<file path="config.mk">
export PLATFORM = sky130hd
export DESIGN_NAME = expr_eval_ctrl_flat
export DESIGN_NICKNAME = d
export VERILOG_FILES = /design/src/rtl/expr_eval_ctrl_pkg.sv /design/src/rtl/expr_eval_ctrl_if.sv /design/src/rtl/expr_eval_ctrl_char_class.sv /design/src/rtl/expr_eval_ctrl.sv /design/src/flat_wrapper.sv
export SDC_FILE = /design/constraint.sdc
export NUM_CORES = 1
export LEC_CHECK = 0
export CORE_MARGIN = 5
export CORE_UTILIZATION = 40
export DETAILED_ROUTE_END_ITERATION = 8
export GPL_TIMING_DRIVEN = 0
export PLACE_DENSITY = 0.66
export SETUP_SLACK_MARGIN = 0.2
export SYNTH_ARGS = -nofsm -noshare
export SYNTH_HDL_FRONTEND = slang
export SYNTH_SLANG_ARGS = --single-unit
</file>
<file path="constraint.sdc">
create_clock -name clk -period 3.54 [get_ports clk]
set_input_delay 0.354 -clock clk [delete_from_list [all_inputs] [get_ports clk]]
set_output_delay 0.354 -clock clk [all_outputs]
set_load 0.1 [all_outputs]
</file>
<file path="src/rtl/expr_eval_ctrl_pkg.sv">
// Shared constants for the expression evaluator: character codes and the
// one-hot FSM state encoding.
package expr_pkg;

  localparam logic [7:0] CH_0   = 8'd48;
  localparam logic [7:0] CH_9   = 8'd57;
  localparam logic [7:0] CH_MUL = 8'd42;
  localparam logic [7:0] CH_ADD = 8'd43;
  localparam logic [7:0] CH_EQ  = 8'd61;

  localparam logic [4:0] ST_IDLE = 5'b00001;
  localparam logic [4:0] ST_NUM  = 5'b00010;
  localparam logic [4:0] ST_OP   = 5'b00100;
  localparam logic [4:0] ST_ERR  = 5'b01000;
  localparam logic [4:0] ST_DONE = 5'b10000;

endpackage

</file>
<file path="src/rtl/expr_eval_ctrl_if.sv">
// Character input channel and result output channel of the evaluator.
// slave is the evaluator side, master is the source/consumer side.
interface expr_eval_ctrl_if #(
  parameter int WIDTH = 16
) ();

  logic             in_valid;
  logic             in_ready;
  logic [7:0]       in_data;
  logic             res_valid;
  logic             res_ready;
  logic [WIDTH-1:0] res_data;
  logic             res_err;

  modport slave (
    input  in_valid, in_data, res_ready,
    output in_ready, res_valid, res_data, res_err
  );

  modport master (
    output in_valid, in_data, res_ready,
    input  in_ready, res_valid, res_data, res_err
  );

endinterface

</file>
<file path="src/rtl/expr_eval_ctrl_char_class.sv">
// Combinational classifier for one ASCII character of the expression stream.
module expr_char_class
  import expr_pkg::*;
(
  input  logic [7:0] in,
  output logic       is_digit,
  output logic       is_op,
  output logic       is_mul,
  output logic       is_eq,
  output logic [3:0] digit
);

  assign is_digit = (in >= CH_0) && (in <= CH_9);
  assign is_mul   = (in == CH_MUL);
  assign is_op    = is_mul || (in == CH_ADD);
  assign is_eq    = (in == CH_EQ);
  // ASCII digits are 0x30..0x39, so the low nibble is already the value.
  assign digit    = is_digit ? in[3:0] : 4'd0;

endmodule

</file>
<file path="src/rtl/expr_eval_ctrl.sv">
// Streaming evaluator for "digit (op digit)* =" with '*' above '+'.
// Holds the sum/product accumulators, the parse FSM and the result register.
module expr_eval_ctrl
  import expr_pkg::*;
#(
  parameter int WIDTH = 16
) (
  input logic             clk,
  input logic             clr_n,
  expr_eval_ctrl_if.slave bus
);

  logic [4:0]       state_reg, state_next;
  logic [WIDTH-1:0] sum_reg, sum_next;
  logic [WIDTH-1:0] prod_reg, prod_next;
  logic [WIDTH-1:0] res_data_reg, res_data_next;
  logic             res_err_reg, res_err_next;

  logic             is_digit, is_op, is_mul, is_eq;
  logic [3:0]       digit;
  logic             accept;
  logic [WIDTH-1:0] prod_mul;
  logic [WIDTH-1:0] sum_prod;

  expr_char_class u_class (
    .in       (bus.in_data),
    .is_digit (is_digit),
    .is_op    (is_op),
    .is_mul   (is_mul),
    .is_eq    (is_eq),
    .digit    (digit)
  );

  assign bus.in_ready  = (state_reg != ST_DONE);
  assign bus.res_valid = (state_reg == ST_DONE);
  assign bus.res_data  = res_data_reg;
  assign bus.res_err   = res_err_reg;

  assign accept   = bus.in_valid && bus.in_ready;
  assign prod_mul = prod_reg * WIDTH'(digit);
  assign sum_prod = sum_reg + prod_reg;

  always_comb begin
    state_next    = state_reg;
    sum_next      = sum_reg;
    prod_next     = prod_reg;
    res_data_next = res_data_reg;
    res_err_next  = res_err_reg;
    case (state_reg)
      ST_IDLE, ST_OP: begin
        if (accept) begin
          if (is_digit) begin
            state_next = ST_NUM;
            prod_next  = prod_mul;
          end else if (is_eq) begin
            state_next    = ST_DONE;
            res_data_next = '0;
            res_err_next  = 1'b1;
          end else begin
            state_next = ST_ERR;
          end
        end
      end
      ST_NUM: begin
        if (accept) begin
          if (is_op) begin
            state_next = ST_OP;
            // '*' keeps extending the current product term; '+' closes it.
            if (!is_mul) begin
              sum_next  = sum_prod;
              prod_next = WIDTH'(1);
            end
          end else if (is_eq) begin
            state_next    = ST_DONE;
            res_data_next = sum_prod;
            res_err_next  = 1'b0;
          end else begin
            state_next = ST_ERR;
          end
        end
      end
      ST_ERR: begin
        if (accept && is_eq) begin
          state_next    = ST_DONE;
          res_data_next = '0;
          res_err_next  = 1'b1;
        end
      end
      ST_DONE: begin
        if (bus.res_ready) begin
          state_next    = ST_IDLE;
          sum_next      = '0;
          prod_next     = WIDTH'(1);
          res_data_next = '0;
          res_err_next  = 1'b0;
        end
      end
      default: begin
        state_next    = ST_IDLE;
        sum_next      = '0;
        prod_next     = WIDTH'(1);
        res_data_next = '0;
        res_err_next  = 1'b0;
      end
    endcase
  end

  always_ff @(posedge clk or negedge clr_n) begin
    if (!clr_n) begin
      state_reg    <= ST_IDLE;
      sum_reg      <= '0;
      prod_reg     <= WIDTH'(1);
      res_data_reg <= '0;
      res_err_reg  <= 1'b0;
    end else begin
      state_reg    <= state_next;
      sum_reg      <= sum_next;
      prod_reg     <= prod_next;
      res_data_reg <= res_data_next;
      res_err_reg  <= res_err_next;
    end
  end

endmodule

</file>
<file path="src/flat_wrapper.sv">
// flat-port wrapper written by rule: the top's interface ports become plain ports
module expr_eval_ctrl_flat import expr_pkg::*;
#(
  parameter int WIDTH = 16
)
  (clk, clr_n, bus_in_valid, bus_in_data, bus_res_ready, bus_in_ready, bus_res_valid, bus_res_data, bus_res_err);
  expr_eval_ctrl_if #(.WIDTH(WIDTH)) bus_i ();
  input logic clk;
  input logic clr_n;
  input wire logic [$bits(bus_i.in_valid)-1:0] bus_in_valid;
  input wire logic [$bits(bus_i.in_data)-1:0] bus_in_data;
  input wire logic [$bits(bus_i.res_ready)-1:0] bus_res_ready;
  output wire logic [$bits(bus_i.in_ready)-1:0] bus_in_ready;
  output wire logic [$bits(bus_i.res_valid)-1:0] bus_res_valid;
  output wire logic [$bits(bus_i.res_data)-1:0] bus_res_data;
  output wire logic [$bits(bus_i.res_err)-1:0] bus_res_err;
  assign bus_i.in_valid = bus_in_valid;
  assign bus_i.in_data = bus_in_data;
  assign bus_i.res_ready = bus_res_ready;
  assign bus_in_ready = bus_i.in_ready;
  assign bus_res_valid = bus_i.res_valid;
  assign bus_res_data = bus_i.res_data;
  assign bus_res_err = bus_i.res_err;
  expr_eval_ctrl #(.WIDTH(WIDTH)) u_core (.clk(clk), .clr_n(clr_n), .bus(bus_i));
endmodule
</file>
-- Yosys cells after proc, flatten, opt, wreduce, memory -nomap -nowiden
Index checks and enable logic that the tools add are counted.
Widths: inputs -> output; s select.
- add/sub/neg operators: 1
- multipliers: 1
- $lt $le $gt $ge: 2
- eq/ne operators: 20
- multiplexer cells: 38
- bitwise logic cells: 2
- reduce and logical (&&, ||, !) cells: 10
- operator list (kind ; number):
    $mux 16 ; 17
    $pmux 16 s4 ; 2
    $pmux 16 s3 ; 1
    $mux 5 ; 7
    $eq 8x6->1 const B ; 3
    $pmux 5 s4 ; 1
    $add 16x16->16 ; 1
    $mul 16x4->16 ; 1
    $ne 2x1->1 const B ; 6
    $ne 2x2->1 const B ; 5
    $ge 8x6->1 const B ; 1
    $le 8x6->1 const B ; 1
    $mux 1 ; 8
    $reduce_and 8->1 ; 1
    $reduce_and 7->1 ; 1
    $eq 5x1->1 const B ; 1
    $eq 5x2->1 const B ; 1
    $eq 5x3->1 const B ; 1
    $eq 5x4->1 const B ; 1
    $eq 5x5->1 const B ; 1
    $ne 5x5->1 const B ; 1
    $reduce_and 5->1 ; 1
    $mux 4 ; 1
    $pmux 1 s4 ; 1
    other kinds (6) ; 9
- bits in registers: 54
- input port bits: 12
- output and inout port bits: 19
- logic and storage cells: 79

-- Depth between registers and ports, before layout
Gate-level depths: netlist of the first run.
- depth after elaboration: 7
- depth in mapped cells: 18
- mapped depth without buffers: 16

-- By module
Synthesis of the first run repeated with hierarchy kept, for this count alone.
- cells, all modules: 504
- area, all modules: 4710.8 um^2
- by module, submodules not included (module ; instances ; cells an instance ; area each (um^2) ; seq. area each (um^2)):
    expr_eval_ctrl ; 1 ; 489 ; 4570.6 ; 1353.8
    expr_char_class ; 1 ; 15 ; 140.1 ; 0.0

-- Worst setup path after synthesis of the first run
Ideal clock, no wire load.
- path type: input -> register
- from: input port bus_in_data[2]
- to: register u_core.prod_reg[13]
- library setup time: 0.128 ns
- data arrival time: 4.260 ns
- required time: 3.412 ns
- path slack: -0.848 ns
- stages: 17
- path through: buf_2 > or4_4 > nor2_2 > o21a_1 > clkbuf_1 > nand2_1 > fa_1 > fa_1 > inv_1 > ha_1 > a211oi_1 > o21bai_1 > a21boi_0 > o21ai_0 > a21oi_1 > xor2_1 > o31ai_1
- longest elaborated chain between the ends: 7
- ends and longest elaborated chain (what ; line ; source):
    from (decl) ; flat_wrapper.sv:11 ; input wire logic [$bits(bus_i.in_data)-1:0] bus_in_data;
    $ge 8x6->1 / $le 8x6->1 (equally long branches) ; expr_eval_ctrl_char_class.sv:13 ; assign is_digit = (in >= CH_0) && (in <= CH_9);
    $logic_and 1x1->1 ; expr_eval_ctrl_char_class.sv:13 ;
    $mux 4 ; expr_eval_ctrl_char_class.sv:18 ; assign digit = is_digit ? in[3:0] : 4'd0;
    $mul 16x4->16 ; expr_eval_ctrl.sv:40 ; assign prod_mul = prod_reg * WIDTH'(digit);
    $mux 16 ; expr_eval_ctrl.sv:52 ; if (is_digit) begin
    $mux 16 ; expr_eval_ctrl.sv:51 ; if (accept) begin
    $pmux 16 s4 ; expr_eval_ctrl.sv:49 ; case (state_reg)
    to (signal assigned) ; expr_eval_ctrl.sv:118 ; prod_reg <= prod_next;
    to (decl) ; expr_eval_ctrl.sv:15 ; logic [WIDTH-1:0] prod_reg, prod_next;
Several ways; a longest one is shown, not always the timed one. The select of a mux whose other input is x is not followed.
A chain may end at the register's enable or synchronous reset.

-- Final worst setup path of the first run
- from: input port bus_in_data[5]
- to: register u_core.prod_reg[14]
The elaborated chain is that of the path after synthesis.

==> results of run 1 <==
[cell usage after synthesis, types with 7 or more instances]
master and count:
a21o_1 11, nor2_1 25, and2_1 16, nor2b_1 7
o21ai_1 9, a21oi_1 18, and3_1 26, o31ai_1 14
nand2_1 90, dfrtp_1 52, ha_1 31, xnor2_1 15
fa_1 26, clkbuf_1 7, inv_1 48, o21ai_0 33
xor2_1 11
[path summary, 6_finish.rpt]
kind,cells past startpoint,startpoint,to,slack (ns)
max in group asynchronous,2,clr_n,u_core.state_reg[0],2.82
worst max-delay path,18,bus_in_data[5],u_core.prod_reg[14],-0.30
worst max register to register,13,u_core.prod_reg[1],u_core.prod_reg[14],0.06
min in group clk,2,u_core.sum_reg[8],u_core.sum_reg[8],0.49
worst min register to register,2,u_core.sum_reg[8],u_core.sum_reg[8],0.49
worst min-delay path,1,clr_n,u_core.bus.res_data[0],0.06
[area by class of cell]
class                      count  area, um^2
clock buffer                   7         143
inverter                      48         180
clock inverter                 1        30.0
tap                          143         179
sequential                    54        1350
multi-input combinational    413        3260
buffer                        17         140
fill                        1056        5710
timing repair buffer          52         473
[through the flow]
| stage | hold slack, ns | total power [W] | std cells | util, % | worst slack, ns |
|---|---|---|---|---|---|
| 6_report | 0.0608 | 0.00212 | 735 | 50.2 | -0.297 |
| 3_3_place_gp | 0.467 | 0.00154 | 704 | 45.7 | -1.23 |
| 2_1_floorplan | 0.0584 | 0.00129 | 532 | - | -0.231 |
| 3_5_place_dp | 0.400 | 0.00156 | 705 | 45.8 | -1.34 |
| 4_1_cts | 0.0848 | 0.00215 | 728 | 49.0 | -0.421 |
| 5_1_grt | 0.0989 | 0.00225 | 735 | 50.2 | -0.456 |
[power groups by stage]
stage	Sequential, W	Clock, W	Combinational, W
global route	0.000689	0.000616	0.000944
floorplan	0.000725	0	0.000564
finish	0.000684	0.000577	0.000863
detailed placement	0.000694	0	0.000861
global placement	0.000694	0	0.000851
CTS	0.000684	0.000593	0.000873
[kinds of logic after synthesis]
group / after synthesis / synth area share (%)
simple gates: 200 / 21.0
buf+inv: 65 / 6.00
flops: 54 / 28.9
xor+xnor: 27 / 5.33
mux: 8 / 1.95
compound gates: 121 / 17.5
fa+ha+maj: 57 / 19.4
[per-layer routing]
metal	GRT usage, %	vias up	share of wire (%)
li1	-	1935	-
met1	22.0	1897	45
met2	29.7	57	50
met3	2.20	15	2.8
met4	4.01	0	1.6
met5	0	-	0
[timing repair]
item                                    in CTS  in global routing
pin swaps                                   22                 22
endpoints found under the hold margin        0                  0
resized for setup                           44                 26
endpoints found under the setup margin      13                 10
hold buffers                                 0                  0
setup buffers                               15                  7
==> summary.md, run 1 <==
• dfrtp_1 — area leader, netlist
• 0.953 — weighted congestion at the end of routability-driven global placement
• 0 — Inserted Diodes
• 0 — number of DRC violations after detailed routing
• 40.6% — portion of total power attributed to combinational logic
• 28.9% — portion of the post-synthesis area used by sequential elements
• 3.72 ns — data required time at the worst endpoint
• 3.84 ns — post-layout minimum cycle time
• 40.2% — Net Sw Frac
• 27.7% — top cell type's share of synthesized area
• 0.07 ns — Reg clk slew, reported paths
• 5 — cts bufs inserted
• input port to async pin — Min-Delay Path Class
• 4.02 ns — arrival time reported for the critical path endpoint
• 0 — leftover overflow at the end of global routing
• 62 — number of unique standard cell types used by synthesis
• 11,500 um^2 — Core Area
• done — CTS tree
• 0.30 ns — worst skew pair latency
• 5.31 — via density per instance
• 4 — CP Buf/Inv Count
• 31 — Ports
• 5760 um^2 — post-route cell area
• finished, violations left — status
• 1.13 ns — Worst Tran Pin Value
• 0 — number of flops mapped to enable cells by yosys
• 32.2% — portion of total power attributed to sequential cells
• 2.76 nW — leakage power
• true — unrepaired setup endpoints after global routing
• 27.1% — proportion of power drawn by the clock network
• 19,600 um — first-pass GRT wire length
• 8 — final count of negative-setup-slack endpoints
• clkbuf_16 — CTS root buf
• nand2_1 — most common library cell in the layout ignoring fill and taps
• 435 uV — IR Drop Worst-Case VDD
• 0.000855 W — P_sw
• 0 — final number of max-transition violations
• 19.1% — fraction of final layout cells sized beyond drive strength 1
• 122 — initial detailed-routing violation count
• fa_1 — Slowest cell on crit path
• 660 — NumNets Final
• 0.00796 ns — Worst Skew
• input port to register — WS Path Type
• 0 — antenna violations before repair
• 14,000 um^2 — overall die area
• 32 — pin count of the biggest net entering global routing
• 4,035 — vias in the first global route
• dfrtp_1 — most frequently used flop master after synthesis
• 100% — share of flip-flops with an asynchronous set or reset
• 40.9% — initial cell density of the core
• 3,904 — vias post-DR
• 0.56 ns — peak per-stage delay on the critical path
• register — type of element capturing the critical path
• input port — type of origin of the critical path
• 15.9 um — wire length per cell after detailed routing
• dfrtp_1 28%, fa_1 11%, ha_1 8.3% — largest cells by area after synthesis
• 6 — critical path fanouts, max
• 39 — placement row count
• 4690 um^2 — netlist area before placement
• 118 um — DIE HEIGHT
• -0.297 ns — least setup slack across all paths after layout
• 29 — count of port buffers added during placement
• 118 um — die outline width
• 0 — Final Hold Viols
• 0 — number of nets still failing antenna checks after routing
• 54 — total number of clock tree sinks
• 4 — DR pass1 iterations
• 261 MHz — max frequency
• 11,700 um — drt total wl
• 22.8% — relative area change from synthesis to final layout
• -1.65 ns — Setup TNS Final
• 24.0% — worst slew slack as a fraction of its limit
• 0 — Max-cap violations
• 87 x nand2_1, 52 x dfrtp_1, 44 x inv_1, 27 x buf_4, 27 x ha_1 — top library cells by usage in the layout, fill and taps aside
• 54 — count of state elements after synthesis
• 8970 um — half-perimeter wire length of the detailed placement result
• 2 — depth of the CTS H-tree
• 5250 um^2 — placed instance area
• 369 nW/um^2 — PD cells
• 8.82 um^2 — average size of a mapped cell
• 0 — count of synthesis-stage warnings from yosys
• 108% — share of the clock period used by the worst path after layout
• clkdlybuf4s15_2, nand4_1, nor2_4, o21a_1, clkbuf_8, and2_4, fa_1, inv_2, fa_1, inv_2, ha_4, a21o_1, a21o_1, nand2_2, a211o_1, a31oi_2, xnor2_1, o31ai_1 — cells along the critical path
• 0.00127 W — cell-internal power
• 601 — net count after synthesis
• 532 — instance count of the mapped netlist
• setup timing — violations in the final reports
• 16.9% — GRT Resource Usage Total
• 2 — Clock Tree Buf Depth
• adder cells — dominant delay contributor by cell family on the critical path
No activity file was read; power rests on OpenSTA's default activity.
==> run 2, diff against run 1 <==
- REMOVE_ABC_BUFFERS: not set -> 1
==> run 2 against run 1 <==
Net effect: the flow still finishes with violations (setup timing); sequential cell count stayed put; largest cell class unchanged; via count increased by 2.7%; final cell count decreased by 1.1%; critical endpoint is now u_core.prod_reg[15]; total power decreased by 9.1%.
==> summary.md, run 2 (same netlist as run 1, synthesis figures left out) <==
• finished, violations left — status
• setup timing — violations in the final reports
• done — CTS tree
• 21.4% — relative area change from synthesis to final layout
• 730 uV — IR Drop Worst-Case VDD
• 0 — Max-cap violations
• 2 — Clock Tree Buf Depth
• u_core.prod_reg[14] — reg-to-reg critical path endpoint
• 12 — Reg2Reg Depth
• 0.29 ns — worst skew pair latency
• 1.32 ns — Worst Tran Pin Value
• 30 — count of port buffers added during placement
• 4 — critical path fanouts, max
• 652 — NumNets Final
• 20,200 um — first-pass GRT wire length
• 0.14 ns — setup slack on the worst flop-to-flop path
• 35.4% — portion of total power attributed to sequential cells
• -0.913 ns — Setup TNS Final
• 35.9% — portion of total power attributed to combinational logic
• 28.8% — proportion of power drawn by the clock network
• 2 — depth of the CTS H-tree
• 11.1% — worst slew slack as a fraction of its limit
• -0.164 ns — least setup slack across all paths after layout
• 31 — Ports
• 87 x nand2_1, 52 x dfrtp_1, 47 x inv_1 — top library cells by usage in the layout, fill and taps aside
• 0.00501 ns — Worst Skew
• 8 — final count of negative-setup-slack endpoints
• 689 — number of instances in the placed design
• 18.2% — fraction of final layout cells sized beyond drive strength 1
• input port to register — WS Path Type
• 40.5% — Net Sw Frac
• 270 MHz — max frequency
• 118 um — die outline width
• 3.91 ns — arrival time reported for the critical path endpoint
• nand2_1 — most common library cell in the layout ignoring fill and taps
• 339 nW/um^2 — PD cells
• 0 — number of DRC violations after detailed routing
• 0 — number of nets still failing antenna checks after routing
• 17.2% — GRT Resource Usage Total
• 2.72 nW — leakage power
• register — type of element capturing the critical path
• 0.07 ns — Reg clk slew, reported paths
• 727 — final instance count without filler cells
• 0.000781 W — P_sw
• true — unrepaired setup endpoints after global routing
• 0 — leftover overflow at the end of global routing
• 54 — total number of clock tree sinks
• 4,008 — vias post-DR
• 5.51 — via density per instance
• input port — type of origin of the critical path
• 4,193 — vias in the first global route
• 49.7% — Final Util
• 32 — pin count of the biggest net entering global routing
• u_core.prod_reg[3] — origin of the critical flop-to-flop path
• 0 — final number of max-transition violations
• 11,600 um — drt total wl
• input port to async pin — Min-Delay Path Class
• 8070 um — half-perimeter wire length of the detailed placement result
• 3.74 ns — data required time at the worst endpoint
• 0 — Final Hold Viols
• 3.70 ns — post-layout minimum cycle time
• 39 — placement row count
• 40.9% — initial cell density of the core
• 14,000 um^2 — overall die area
• 0 — Inserted Diodes
• 0.844 — weighted congestion at the end of routability-driven global placement
• 283 — initial detailed-routing violation count
• 0.00115 W — cell-internal power
• 16.0 um — wire length per cell after detailed routing
• 4 — DR pass1 iterations
• 105% — share of the clock period used by the worst path after layout
• 0 — antenna violations before repair
• clkbuf_16 — CTS root buf
• 11,500 um^2 — Core Area
• 5 — cts bufs inserted
• 118 um — DIE HEIGHT
## run 2: changes by cell type in the layout (fill, tap and decap cells not counted), sizes merged
cell,delta
a21oi,+1
buf,-2
clkbuf,-6
clkdlybuf4s15,-1
## run 2: stage by stage
| stage | area [um^2] | power, W | hold WS (ns) | worst slack [ns] |
|---|---|---|---|---|
| global route | 5700 | 0.00204 | 0.101 | -0.325 |
| CTS | 5620 | 0.00194 | 0.0650 | -0.150 |
| finish | 5700 | 0.00193 | 0.0465 | -0.164 |
| detailed placement | 5080 | 0.00136 | 0.378 | -2.28 |
| floorplan | 4590 | 0.00116 | 0.0584 | -0.685 |
| global placement | 5070 | 0.00135 | 0.464 | -2.21 |
## run 2: worst max-delay path by stage
stage	start	to	slack (ns)	depth (start not counted)
3_3_place_gp	bus_in_data[2]	u_core.prod_reg[13]	-2.21	16
6_report	bus_in_data[1]	u_core.prod_reg[15]	-0.16	16
2_1_floorplan	bus_in_data[0]	u_core.prod_reg[13]	-0.68	15
5_1_grt	bus_in_data[5]	u_core.prod_reg[14]	-0.32	17
3_5_place_dp	bus_in_data[2]	u_core.prod_reg[13]	-2.28	16
4_1_cts	bus_in_data[1]	u_core.prod_reg[15]	-0.15	16
## run 2: metal layers
layer	track usage, %	part of all wire, %	vias up
met5	0	0	-
li1	-	-	1927
met2	28.9	49	108
met3	3.39	5.2	26
met4	4.66	2.0	0
met1	22.6	44	1947
## run 2: repair_timing
action	CTS	global route
pin swaps	39	18
gates cloned	1	0
resized for setup	82	11
endpoints found under the hold margin	0	0
endpoints found under the setup margin	13	11
setup buffers	24	5
hold buffers	0	0
## run 2: critical path: stages
cell and delay, ns:
buf_12 0.10, or3_4 0.41, a21oi_4 0.21, and2_4 0.20
nand2_2 0.06, fa_1 0.52, fa_1 0.55, inv_2 0.06
ha_4 0.22, a211oi_4 0.24, o21bai_2 0.12, a21boi_2 0.23
o211ai_1 0.14, a21oi_2 0.17, xnor2_1 0.10, o31ai_1 0.22
## run 2: final cells by class
cell class / count / area [um^2]
fillers: 1045 / 5770
multi-input cells: 414 / 3260
flip-flops and latches: 54 / 1350
repair buffers: 60 / 564
inverters: 48 / 180
well taps: 143 / 179
clock buffers: 7 / 133
clock inverters: 1 / 30.0
## run 2: power by group through the flow
stage	Clock, W	Sequential [W]	Combinational, W
2_1_floorplan	0	0.000725	0.000438
3_3_place_gp	0	0.000691	0.000662
3_5_place_dp	0	0.000692	0.000670
4_1_cts	0.000565	0.000682	0.000690
5_1_grt	0.000590	0.000687	0.000766
6_report	0.000556	0.000683	0.000693
==> run 3, diff against run 2 <==
- CORE_MARGIN: 5 -> 8
- PLACE_DENSITY: 0.66 -> 0.64
- clock period: 3.54 -> 4 ns (I/O delays scaled with it)
==> run 3 against run 2 <==
Net effect: the run now ends clean; first-iteration DRC count is 24% lower; hold slack better by 0.043 ns; die area rose by 10%; via count shrank 1.6%; wire length is essentially flat; sequential share of layout area is 0.56 points lower; combinational power fell by 12%; total power fell by 7.4%; largest power group unchanged.
==> summary.md, run 3 (same netlist as run 1, synthesis figures left out) <==
• 2 — depth of the CTS H-tree
• 0.55 ns — peak per-stage delay on the critical path
• done — CTS tree
• 32.2% — proportion of power drawn by the clock network
• 4.18 ns — data required time at the worst endpoint
• 0 — Inserted Diodes
• 731 — final instance count without filler cells
• input port to async pin — Min-Delay Path Class
• 0 — final count of negative-setup-slack endpoints
• 0 — antenna violations before repair
• 30 — count of port buffers added during placement
• 0.987 ns — Worst Tran Pin Value
• input port — type of origin of the critical path
• 2 — Clock Tree Buf Depth
• 0.00179 W — Power, Total
• 0 — number of DRC violations after detailed routing
• register — type of element capturing the critical path
• 32 — pin count of the biggest net entering global routing
• 34.0% — worst slew slack as a fraction of its limit
• 0.000688 W — P_sw
• 0 — leftover overflow at the end of global routing
• 0.822 — weighted congestion at the end of routability-driven global placement
• 39 — placement row count
• 5.39 — via density per instance
• or4_4 — Slowest cell on crit path
• 5 — cts bufs inserted
• 0.07 ns — Reg clk slew, reported paths
• input port to register — WS Path Type
• 8140 um — half-perimeter wire length of the detailed placement result
• 0.30 ns — worst skew pair latency
• 11,400 um^2 — Core Area
• 0 — Max-cap violations
• true — unrepaired setup endpoints after global routing
• 0.00110 W — cell-internal power
• 38.4% — Net Sw Frac
• 3,942 — vias post-DR
• 41.1% — initial cell density of the core
• 216 — initial detailed-routing violation count
• 11,600 um — drt total wl
• 51.1% — Final Util
• 0 — hold buffer count at CTS
• 656 — NumNets Final
• 689 — number of instances in the placed design
• 264 MHz — max frequency
• 3.78 ns — post-layout minimum cycle time
• 0 — number of nets still failing antenna checks after routing
• 124 um — DIE HEIGHT
• 586 uV — IR Drop Worst-Case VDD
• 0.00726 ns — Worst Skew
• 2.77 nW — leakage power
• 0 — Final Hold Viols
• 0 — final number of max-transition violations
• 54 — total number of clock tree sinks
• 19,300 um — first-pass GRT wire length
• 0.0894 ns — tightest hold margin
• 33.9% — portion of total power attributed to combinational logic
• clkbuf_16 — CTS root buf
• 3,948 — vias in the first global route
• 8 — critical path fanouts, max
• nand2_1 — most common library cell in the layout ignoring fill and taps
• 87 x nand2_1, 52 x dfrtp_1, 44 x inv_1, 28 x o21ai_0, 28 x buf_4 — top library cells by usage in the layout, fill and taps aside
• 15.9 um — wire length per cell after detailed routing
• 31 — Ports
• completed — status
• 24.3% — relative area change from synthesis to final layout
• 33.9% — portion of total power attributed to sequential cells
• 124 um — die outline width
• 307 nW/um^2 — PD cells
• 14 — Reg2Reg Depth
• 14.7% — GRT Resource Usage Total
• buf_6, or4_4, nor2_4, o21a_4, buf_6, and2_4, fa_1, inv_2, fa_1, inv_2, ha_4, a21o_1, a21o_1, nand2_2, buf_4, nand2b_1, a21oi_2, xor2_2, o21ai_1 — cells along the critical path
• 4 — DR pass1 iterations
• 20.4% — fraction of final layout cells sized beyond drive strength 1
• 0 ns — Setup TNS Final
• 3.96 ns — arrival time reported for the critical path endpoint
• 15,500 um^2 — overall die area
• 94.5% — share of the clock period used by the worst path after layout
-- run 3: cell types whose count changed in the layout (fill, tap and decap cells not counted), sizes merged --
cell and change:
bufinv +1, clkdlybuf4s15 -1, buf +3, clkbuf +1
-- run 3: worst paths after layout --
kind / from / slack, ns / endpoint
max in group asynchronous: clr_n / 3.28 / u_core.state_reg[0]
worst max-delay path: bus_in_data[7] / 0.22 / u_core.prod_reg[8]
min in group clk: u_core.bus.res_data[11] / 0.48 / u_core.bus.res_data[11]
worst max register to register: u_core.prod_reg[3] / 0.60 / u_core.prod_reg[15]
worst min-delay path: clr_n / 0.09 / u_core.bus.res_data[2]
worst min register to register: u_core.bus.res_data[11] / 0.48 / u_core.bus.res_data[11]
-- run 3: critical path, delay by kind of cell --
| kind | cells | cell delay (ns) |
|---|---|---|
| AO/OA/AOI/OAI | 5 | 0.83 |
| buffers and inverters | 5 | 0.50 |
| AND/OR/NAND/NOR | 5 | 0.97 |
| adder cells (fa/ha/maj) | 3 | 1.04 |
| XOR/XNOR | 1 | 0.20 |
-- run 3: metal layers --
layer | track usage [%] | vias to the layer above | share of wire (%)
met4 | 3.69 | 0 | 1.6
met2 | 23.8 | 77 | 49
met5 | 0 | - | 0
met1 | 19.4 | 1915 | 45
li1 | - | 1935 | -
met3 | 3.23 | 15 | 4.9
-- run 3: stage by stage --
step	setup slack [ns]	area, um^2
2_1_floorplan	-0.271	4590
3_3_place_gp	-1.85	5070
3_5_place_dp	-1.88	5080
4_1_cts	0.204	5580
5_1_grt	0.0952	5830
6_report	0.218	5830
-- run 3: timing repair --
item                                    4_1_cts  5_1_grt
endpoints found under the setup margin       13        9
resized for setup                            74       32
buffers inserted                             17       15
gates cloned                                  1        0
pin swaps                                    29       39
-- run 3: cell type report --
cell class,instances,area [um^2]
fill,1062,5580
multi-input combinational,414,3340
sequential,54,1350
timing repair buffer,64,584
inverter,48,180
tap,143,179
clock buffer,6,139
clock inverter,2,60.1
-- run 3: power groups by stage --
stage / combinational (W) / sequential (W) / clock, W
after global placement: 0.000587 / 0.000612 / 0
final: 0.000607 / 0.000606 / 0.000577
after CTS: 0.000605 / 0.000604 / 0.000589
after global routing: 0.000682 / 0.000608 / 0.000608
after detailed placement: 0.000596 / 0.000613 / 0
after floorplan: 0.000388 / 0.000641 / 0
